File: src/rtl/lcd_frame_seq_if.sv
// Word stream from the frame sequencer to the LCD driver: 9-bit {rs, data} with ready/valid.
interface lcd_frame_seq_if;
   logic [8:0] data;
   logic       data_valid;
   logic       device_ready;

   modport master (
      output data,
      output data_valid,
      input  device_ready
   );

   modport slave (
      input  data,
      input  data_valid,
      output device_ready
   );
endinterface

File: src/rtl/lcd_frame_seq.sv
// HD44780 frame sequencer: power-up wait, fixed 8-bit init, then endless 2x16 refresh
// from a host-writable 32-byte frame buffer.
module lcd_frame_seq #(
   parameter int unsigned POWERUP_CYCLES = 4000000,
   parameter int unsigned INIT_WORDS     = 6
) (
   input  logic                   clk_i,
   input  logic                   rst_n_i,
   input  logic                   wr_en_i,
   input  logic [4:0]             wr_addr_i,
   input  logic [7:0]             wr_data_i,
   lcd_frame_seq_if.master        lcd,
   output logic                   init_done_o,
   output logic                   frame_done_o
);

   typedef enum logic [2:0] {StPwrup, StInit, StAddr1, StLine1, StAddr2, StLine2} state_e;

   localparam logic [2:0]  LastInit = 3'(INIT_WORDS - 1);
   localparam logic [31:0] PwrLast  = 32'(POWERUP_CYCLES - 1);

   state_e      state_q, state_d;
   logic [31:0] cnt_q, cnt_d;
   logic [2:0]  init_idx_q, init_idx_d;
   logic [4:0]  chr_idx_q, chr_idx_d;
   logic [8:0]  data_q, data_d;
   logic        valid_q, valid_d;
   logic        init_done_q, init_done_d;
   logic        frame_done_q, frame_done_d;
   logic [7:0]  buf_q [32];
   logic        xfer;
   logic [4:0]  chr_next;

   function automatic logic [8:0] init_word(input logic [2:0] idx);
      case (idx)
         3'd0, 3'd1, 3'd2: init_word = 9'h038;
         3'd3:             init_word = 9'h00C;
         3'd4:             init_word = 9'h001;
         default:          init_word = 9'h006;
      endcase
   endfunction

   assign xfer     = valid_q & lcd.device_ready;
   assign chr_next = chr_idx_q + 5'd1;

   always_ff @(posedge clk_i or negedge rst_n_i) begin
      if (!rst_n_i) begin
         state_q      <= StPwrup;
         cnt_q        <= '0;
         init_idx_q   <= '0;
         chr_idx_q    <= '0;
         data_q       <= '0;
         valid_q      <= 1'b0;
         init_done_q  <= 1'b0;
         frame_done_q <= 1'b0;
      end else begin
         state_q      <= state_d;
         cnt_q        <= cnt_d;
         init_idx_q   <= init_idx_d;
         chr_idx_q    <= chr_idx_d;
         data_q       <= data_d;
         valid_q      <= valid_d;
         init_done_q  <= init_done_d;
         frame_done_q <= frame_done_d;
      end
   end

   // Loads read buf_q before this edge's write lands, so a same-edge write shows next pass.
   always_ff @(posedge clk_i or negedge rst_n_i) begin
      if (!rst_n_i) begin
         for (int i = 0; i < 32; i++) buf_q[i] <= 8'h20;
      end else if (wr_en_i) begin
         buf_q[wr_addr_i] <= wr_data_i;
      end
   end

   always_comb begin
      state_d = state_q;
      unique case (state_q)
         StPwrup: if (cnt_q == PwrLast) state_d = StInit;
         StInit:  if (xfer && init_idx_q == LastInit) state_d = StAddr1;
         StAddr1: if (xfer) state_d = StLine1;
         StLine1: if (xfer && chr_idx_q == 5'd15) state_d = StAddr2;
         StAddr2: if (xfer) state_d = StLine2;
         StLine2: if (xfer && chr_idx_q == 5'd31) state_d = StAddr1;
         default: state_d = StPwrup;
      endcase
   end

   always_comb begin
      cnt_d        = cnt_q;
      init_idx_d   = init_idx_q;
      chr_idx_d    = chr_idx_q;
      data_d       = data_q;
      valid_d      = valid_q;
      init_done_d  = init_done_q;
      frame_done_d = 1'b0;
      unique case (state_q)
         StPwrup: begin
            cnt_d = cnt_q + 32'd1;
            if (cnt_q == PwrLast) begin
               data_d     = init_word(3'd0);
               valid_d    = 1'b1;
               init_idx_d = 3'd0;
            end
         end
         StInit: if (xfer) begin
            if (init_idx_q == LastInit) begin
               init_done_d = 1'b1;
               data_d      = 9'h080;
            end else begin
               init_idx_d = init_idx_q + 3'd1;
               data_d     = init_word(init_idx_q + 3'd1);
            end
         end
         StAddr1: if (xfer) begin
            chr_idx_d = 5'd0;
            data_d    = {1'b1, buf_q[0]};
         end
         StLine1: if (xfer) begin
            if (chr_idx_q == 5'd15) begin
               chr_idx_d = 5'd16;
               data_d    = 9'h0C0;
            end else begin
               chr_idx_d = chr_next;
               data_d    = {1'b1, buf_q[chr_next]};
            end
         end
         StAddr2: if (xfer) begin
            data_d = {1'b1, buf_q[16]};
         end
         StLine2: if (xfer) begin
            chr_idx_d = chr_next;
            if (chr_idx_q == 5'd31) begin
               frame_done_d = 1'b1;
               data_d       = 9'h080;
            end else begin
               data_d = {1'b1, buf_q[chr_next]};
            end
         end
         default: ;
      endcase
   end

   assign lcd.data       = data_q;
   assign lcd.data_valid = valid_q;
   assign init_done_o    = init_done_q;
   assign frame_done_o   = frame_done_q;

endmodule

File: src/flat_wrapper.sv
// flat-port wrapper written by rule: the top's interface ports become plain ports
module lcd_frame_seq_flat 
#(
   parameter int unsigned POWERUP_CYCLES = 4000000,
   parameter int unsigned INIT_WORDS     = 6
)
  (clk_i, rst_n_i, wr_en_i, wr_addr_i, wr_data_i, init_done_o, frame_done_o, lcd_data, lcd_data_valid, lcd_device_ready);
  lcd_frame_seq_if lcd_i ();
  input  logic clk_i;
  input  logic rst_n_i;
  input  logic wr_en_i;
  input  logic [4:0] wr_addr_i;
  input  logic [7:0] wr_data_i;
  output logic init_done_o;
  output logic frame_done_o;
  output wire logic [$bits(lcd_i.data)-1:0] lcd_data;
  output wire logic [$bits(lcd_i.data_valid)-1:0] lcd_data_valid;
  input wire logic [$bits(lcd_i.device_ready)-1:0] lcd_device_ready;
  assign lcd_data = lcd_i.data;
  assign lcd_data_valid = lcd_i.data_valid;
  assign lcd_i.device_ready = lcd_device_ready;
  lcd_frame_seq #(.POWERUP_CYCLES(POWERUP_CYCLES), .INIT_WORDS(INIT_WORDS)) u_core (.clk_i(clk_i), .rst_n_i(rst_n_i), .wr_en_i(wr_en_i), .wr_addr_i(wr_addr_i), .wr_data_i(wr_data_i), .lcd(lcd_i), .init_done_o(init_done_o), .frame_done_o(frame_done_o));
endmodule
File: config.mk
export PLATFORM = sky130hd
export DESIGN_NAME = lcd_frame_seq_flat
export DESIGN_NICKNAME = d
export VERILOG_FILES = /design/src/rtl/lcd_frame_seq_if.sv /design/src/rtl/lcd_frame_seq.sv /design/src/flat_wrapper.sv
export SDC_FILE = /design/constraint.sdc
export NUM_CORES = 1
export LEC_CHECK = 0
export BUFFER_PORTS_ARGS = -buffer_cell sky130_fd_sc_hd__buf_2
export CORE_MARGIN = 4
export CORE_UTILIZATION = 41
export CTS_CLUSTER_DIAMETER = 30
export DETAILED_ROUTE_END_ITERATION = 16
export GPL_TIMING_DRIVEN = 0
export SYNTH_ARGS = -nofsm -noshare
export SYNTH_HDL_FRONTEND = slang
export SYNTH_SLANG_ARGS = --single-unit
File: constraint.sdc
create_clock -name clk_i -period 2.4 [get_ports clk_i]
set_input_delay 0.36 -clock clk_i [delete_from_list [all_inputs] [get_ports clk_i]]
set_output_delay 0.36 -clock clk_i [all_outputs]
set_load 0.02 [all_outputs]
## Word-level counts from Yosys, hierarchy flattened

Cells that the tools add are included.
W data, S select, Z words.

- Register bits after elaboration: 311
- Output and inout port bits: 12
- Logic and storage cells: 124

- Add/subtract/negate cells: 3
- $lt $le $gt $ge: 3
- Equality and inequality tests: 23
- Muxes and demuxes: 36
- Bitwise gates (word level): 3
- Reductions and logical operators: 16

Operators by type and width:

| kind | count |
|---|---|
| $bwmux W256 | 1 |
| $mux W9 | 9 |
| $pmux W9 S6 | 1 |
| $bmux W8 S5 | 1 |
| $demux W8 S5 | 1 |
| $add A32 B1 Y32 const B | 1 |
| $eq A32 B22 Y1 const B | 1 |
| $mux W3 | 9 |
| $mux W8 | 3 |
| $mux W5 | 4 |
| $ne A2 B1 Y1 const B | 9 |
| $pmux W3 S6 | 1 |
| $pmux W6 S3 | 1 |
| $pmux W5 S3 | 1 |
| $eq A3 B2 Y1 const B | 4 |
| $eq A3 B3 Y1 const B | 4 |
| $ge A6 B6 Y1 const B | 2 |
| $not A5 Y6 | 2 |
| $reduce_and A4 Y1 | 2 |
| $reduce_and A7 Y1 | 1 |
| $eq A3 B1 Y1 const B | 2 |
| $logic_not A3 Y1 | 2 |
| $lt A6 B1 Y1 const B | 1 |
| $pmux W3 S2 | 1 |
| 15 further kinds | 20 |

## Logic depth before layout (Yosys ltp)

- Depth in word-level cells: 8
- Gate-level depth with buffers: 9
- Gate-level depth less buffers: 9

## Worst setup path before layout

Ideal clock, no wire load.

- Kind: reg-to-reg
- From: reg u_core.chr_idx_q[0]
- To: reg u_core.data_q[5], in the netlist u_core.lcd.data[5]
- Library setup time: 0.126 ns
- Arrival time: 2.230 ns
- Slack: 0.043 ns
- Cell stages (with the launch flop): 10
- Path through: dfrtp_1 -> ha_1 -> and3_1 -> ha_1 -> clkbuf_1 -> and2_1 -> clkbuf_1 -> nand3_1 -> and3_1 -> o32a_1

- Word-level cells in the longest chain between the ends: 8
- Elaborated cells between the ends (all ways): 12
- Classes of those cells: 1 x add/sub; 2 x eq/ne; 8 x mux; 1 x bitwise

RTL lines:

| element | line | source |
|---|---|---|
| start: declaration | lcd_frame_seq.sv:25 | `logic [4:0] chr_idx_q, chr_idx_d;` |
| start signal: assignment | lcd_frame_seq.sv:60 | `chr_idx_q <= chr_idx_d;` |
| $add A5 B1 Y5 | lcd_frame_seq.sv:44 | `assign chr_next = chr_idx_q + 5'd1;` |
| $not A5 Y6 (not written as such) | lcd_frame_seq.sv:126, lcd_frame_seq.sv:138 |  |
| $bmux W8 S5 | lcd_frame_seq.sv:126, lcd_frame_seq.sv:138 |  |
| $mux W8 (not written as such) (2 in a row) | lcd_frame_seq.sv:126, lcd_frame_seq.sv:138 |  |
| $mux W9, on equally long branches | lcd_frame_seq.sv:134, lcd_frame_seq.sv:121 |  |
| $mux W9, on equally long branches | lcd_frame_seq.sv:132, lcd_frame_seq.sv:120 |  |
| $pmux W9 S6 (*) | lcd_frame_seq.sv:98 | `unique case (state_q)` |
| end signal: assignment | lcd_frame_seq.sv:61 | `data_q <= data_d;` |
| end: declaration | lcd_frame_seq.sv:26 | `logic [8:0] data_q, data_d;` |

Every way passes the cells marked *; elsewhere a longest branch is shown, timed or not. The select of a mux whose other input is x is not followed.
A chain may end at the register's enable or synchronous reset.

## Worst setup path in the final report

Same ends and word-level chain as after synthesis.

==> summary.md <==
### Layout
• **most common cell after layout, fill and taps aside** dfrtp_1
• **count of nets after finishing** 1193
• **final core utilization** 0.517
• **number of inserted diodes** 0
• **post-route cell area** 18400 sq um
• **layout overhead on the synthesized area** 24.8%
• **leading cell types in the layout, fill and taps excluded** dfrtp_1 (277), mux2_2 (257), nand2_1 (81)
• **share of layout cells above drive strength 1** 0.462
• **number of fill cells** 3007

### Placed design
• **HPWL after DPL** 25700 microns
• **total placed instance area** 15500 sq um
• **Port-buffer cells** 24
• **weighted congestion at the end of routability-driven global placement** 0.858

### Setup path
• **Critical Setup Path Class** flip-flop to flip-flop
• **Critical Path End Type** flip-flop
• **count of buffering cells on the critical path with inverters included** 1
• **critical-path cell list** ha_4 -> buf_12 -> mux4_2 -> mux2i_2 -> a32oi_1 -> and3_1 -> o32a_1
• **startpoint class of the critical path** flip-flop
• **library cell contributing the largest single delay on the critical path** dfrtp_2
• **Crit Path Max Fanout** 10
• **largest stage delay on the critical path** 0.46 ns
• **worst path required time** 2.83 ns
• **worst r2r src** u_core.chr_idx_q[0]$_DFFE_PN0P_
• **first element of the critical path** u_core.chr_idx_q[0]$_DFFE_PN0P_
• **family of cells with the greatest summed delay on the critical path** multiplexers
• **critical path data arrival time** 2.81 ns

### Global route
• **maximum number of pins on one net before global-route repair** 123
• **number of antenna violations at the first check in global routing** 0
• **Total GRT Usage** 0.204
• **overflow left after global routing** 0
• **wire length of the first global-routing pass** 60200 microns
• **number of global-route vias before repair** 9857

### Logic synthesis
• **sequential share of the synthesized area** 0.532
• **cell count after synthesis** 1055
• **synthesis-stage register bit count** 311
• **largest cells by area after synthesis** dfrtp_1 (47%), mux2_2 (20%), mux4_2 (10%), dfstp_2 (5.7%), nand2_1 (2.1%)
• **Synth Warn #** 0
• **share of synthesized registers carrying an async set or reset** 1.00
• **number of synthesized flops with an enable pin** 0
• **Synth cell types** 65
• **Netlist Area Pre-Place** 14700 sq um
• **cell type with the largest total area after synthesis** dfrtp_1
• **share of Yosys cell area claimed by the top area cell type** 0.475
• **primary flip-flop cell chosen by synthesis mapping** dfrtp_1
• **syn nets** 1082
• **mean cell area of the mapped netlist** 13.9 sq um

### Timing
• **transition time of the tightest slew-check pin** 1.13 ns
• **hold slack final** 0.116 ns
• **final worst path period share** 0.992
• **Max Slew Vio Count** 0
• **peak clock frequency supported by timing** 420 MHz
• **final number of hold-violating endpoints** 0
• **headroom to the max-slew limit** 0.242
• **RSZ-0062 raised after global routing** true
• **Final min period** 2.38 ns
• **setup violators final** 0
• **final clock skew** 0.0225 ns

### Clocking
• **H-Tree Level Count** 3
• **# clock sinks** 311
• **number of buffers inserted during clock tree synthesis** 74
• **maximum buffer depth of the clock tree** 3
• **root buffer cell** clkbuf_16
• **clock latency on the worst-skew pair** 0.57 ns
• **clock slew at reported path FFs** 0.04 ns
• **clock tree from TritonCTS** yes

### Min path
• **startpoint of the tightest hold check path** wr_data_i[0]
• **class of the tightest hold or removal check** input port to flip-flop

### Die
• **die span in y** 197 microns
• **count of standard-cell rows** 69
• **number of placed I/O pins** 29
• **die area** 39000 sq um
• **Die X** 197 microns
• **Placeable Area** 35500 sq um
• **initial core utilization** 0.415

### Power and ir drop
• **Int Power** 14.0 mW
• **Clock Power Share** 0.546
• **leakage power summed over all cells** 7.88 nW
• **power density of the placed cells** 989 nW/um^2
• **worst ir drop on vdd** 748 uV
• **switching power as a share of total power** 0.232
• **reported net switching power** 4.21 mW
• **portion of total power attributed to sequential cells** 0.365
• **Combinational Power Share** 0.089

### Drt
• **routed wirelength normalized by instance count** 23.1 microns
• **DRC violation count after routing** 0
• **drt first pass iters** 5
• **antenna-violating nets left** 0
• **via/cell ratio** 5.61
• **starting DRC count in detailed routing** 683
• **WL final** 39100 microns
• **via count** 9478

### Status
• **outcome** finished, final reports clean

### Job
• **maximum capacitance violations** 0

[cells in the mapped netlist, types with 4 or more instances]
cell and instances:
a21oi_1 9, a22oi_1 9, a31oi_1 5, a32oi_1 5
and3_1 11, buf_2 9, buf_4 4, clkbuf_1 41
dfrtp_1 279, dfstp_2 32, ha_1 10, inv_1 11
mux2_2 257, mux2i_1 13, mux4_2 66, nand2_1 81
nand2b_1 4, nand3_1 32, nand3b_1 5, nand4_1 9
nor2_1 39, nor2_2 4, nor2b_1 4, nor3_1 4
nor3b_1 4, o21ai_0 22, xnor2_1 25, xor2_1 9
[metrics by stage]
stage	power (mW)	worst slack, ns	std cells	TNS, ns
2_1_floorplan	7.69	0.0435	1055	0
3_3_place_gp	8.18	-4.97	1540	-1483.59
3_5_place_dp	8.27	-1.20	1542	-8.05
4_1_cts	18.3	-0.0163	1681	-0.0224
5_1_grt	18.8	-0.0168	1688	-0.0363
6_report	18.2	0.0196	1688	0
[registers in the layout, summed over array words and instances, names as in the netlist]
register and flops:
u_core.buf_q 256, u_core.cnt_q 32, u_core.lcd.data 9, u_core.chr_idx_q 5, u_core.init_idx_q 3, u_core.state_q 3
u_core.frame_done_o 1, u_core.init_done_o 1, u_core.lcd.data_valid 1
[power by group through the flow]
stage	Clock (mW)	Sequential [mW]	Combinational (mW)
finish	9.91	6.63	1.61
global route	10.4	6.72	1.76
CTS	10.0	6.62	1.61
detailed placement	0	6.69	1.58
global placement	0	6.65	1.53
floorplan	0	6.51	1.19
[cell families (layout without fill, tap and decap cells)]
| group | count (synthesis) | count (layout) | share of synthesized area |
|---|---|---|---|
| buffers and inverters | 70 | 242 | 0.0207 |
| DFF | 311 | 311 | 0.532 |
| AOI/OAI and AO/OA | 72 | 72 | 0.0326 |
| adders and majority gates | 10 | 10 | 0.00851 |
| muxes | 336 | 336 | 0.307 |
| xor gates and xnor gates | 35 | 35 | 0.0214 |
| and+or+nand+nor | 221 | 221 | 0.0784 |
[path summary, 6_finish.rpt]
check / end / slack [ns] / depth (start not counted)
setup reg to reg: u_core.lcd.data[5]$_DFFE_PN0P_ / 0.02 / 7
setup / recovery: u_core.lcd.data[5]$_DFFE_PN0P_ / 0.02 / 7
min in group asynchronous: u_core.buf_q[194]$_DFFE_PN0P_ / 0.41 / 2
hold reg to reg: u_core.cnt_q[21]$_DFFE_PN0P_ / 0.47 / 1
max in group asynchronous: u_core.chr_idx_q[2]$_DFFE_PN0P_ / 0.92 / 3
hold / removal: u_core.buf_q[144]$_DFFE_PN0P_ / 0.12 / 2
[metal layers]
layer / wire length [microns] / up-vias / track usage
met5: 0 / - / 0
met4: 842 / 0 / 0.0598
met1: 18200 / 4977 / 0.298
li1: - / 4133 / -
met3: 2390 / 70 / 0.0461
met2: 17600 / 298 / 0.307
[worst reg2reg max path: stages (launching register included)]
cell	delay, ns
dfrtp_2	0.46
ha_4	0.39
buf_12	0.18
mux4_2	0.37
mux2i_2	0.22
a32oi_1	0.12
and3_1	0.23
o32a_1	0.29
[layout make-up]
cell class / count / area [sq um] / share of cell area
inverters: 11 / 41.3 / 0.00225
clock inverters: 30 / 419 / 0.0228
well taps: 461 / 577 / 0.0314
repair buffers: 37 / 287 / 0.0156
multi-input cells: 674 / 6740 / 0.367
clock buffers: 107 / 2090 / 0.114
flip-flops and latches: 311 / 7830 / 0.426
plain buffers: 57 / 390 / 0.0213
[timing repair]
action	4_1_cts	5_1_grt
endpoints found under the setup margin	9	8
gates resized for setup	56	29
hold endpoints to repair	74	0
pin swaps	1	4
hold buffers	1	0
setup buffers	3	7
(Power assumes the default switching activity.)
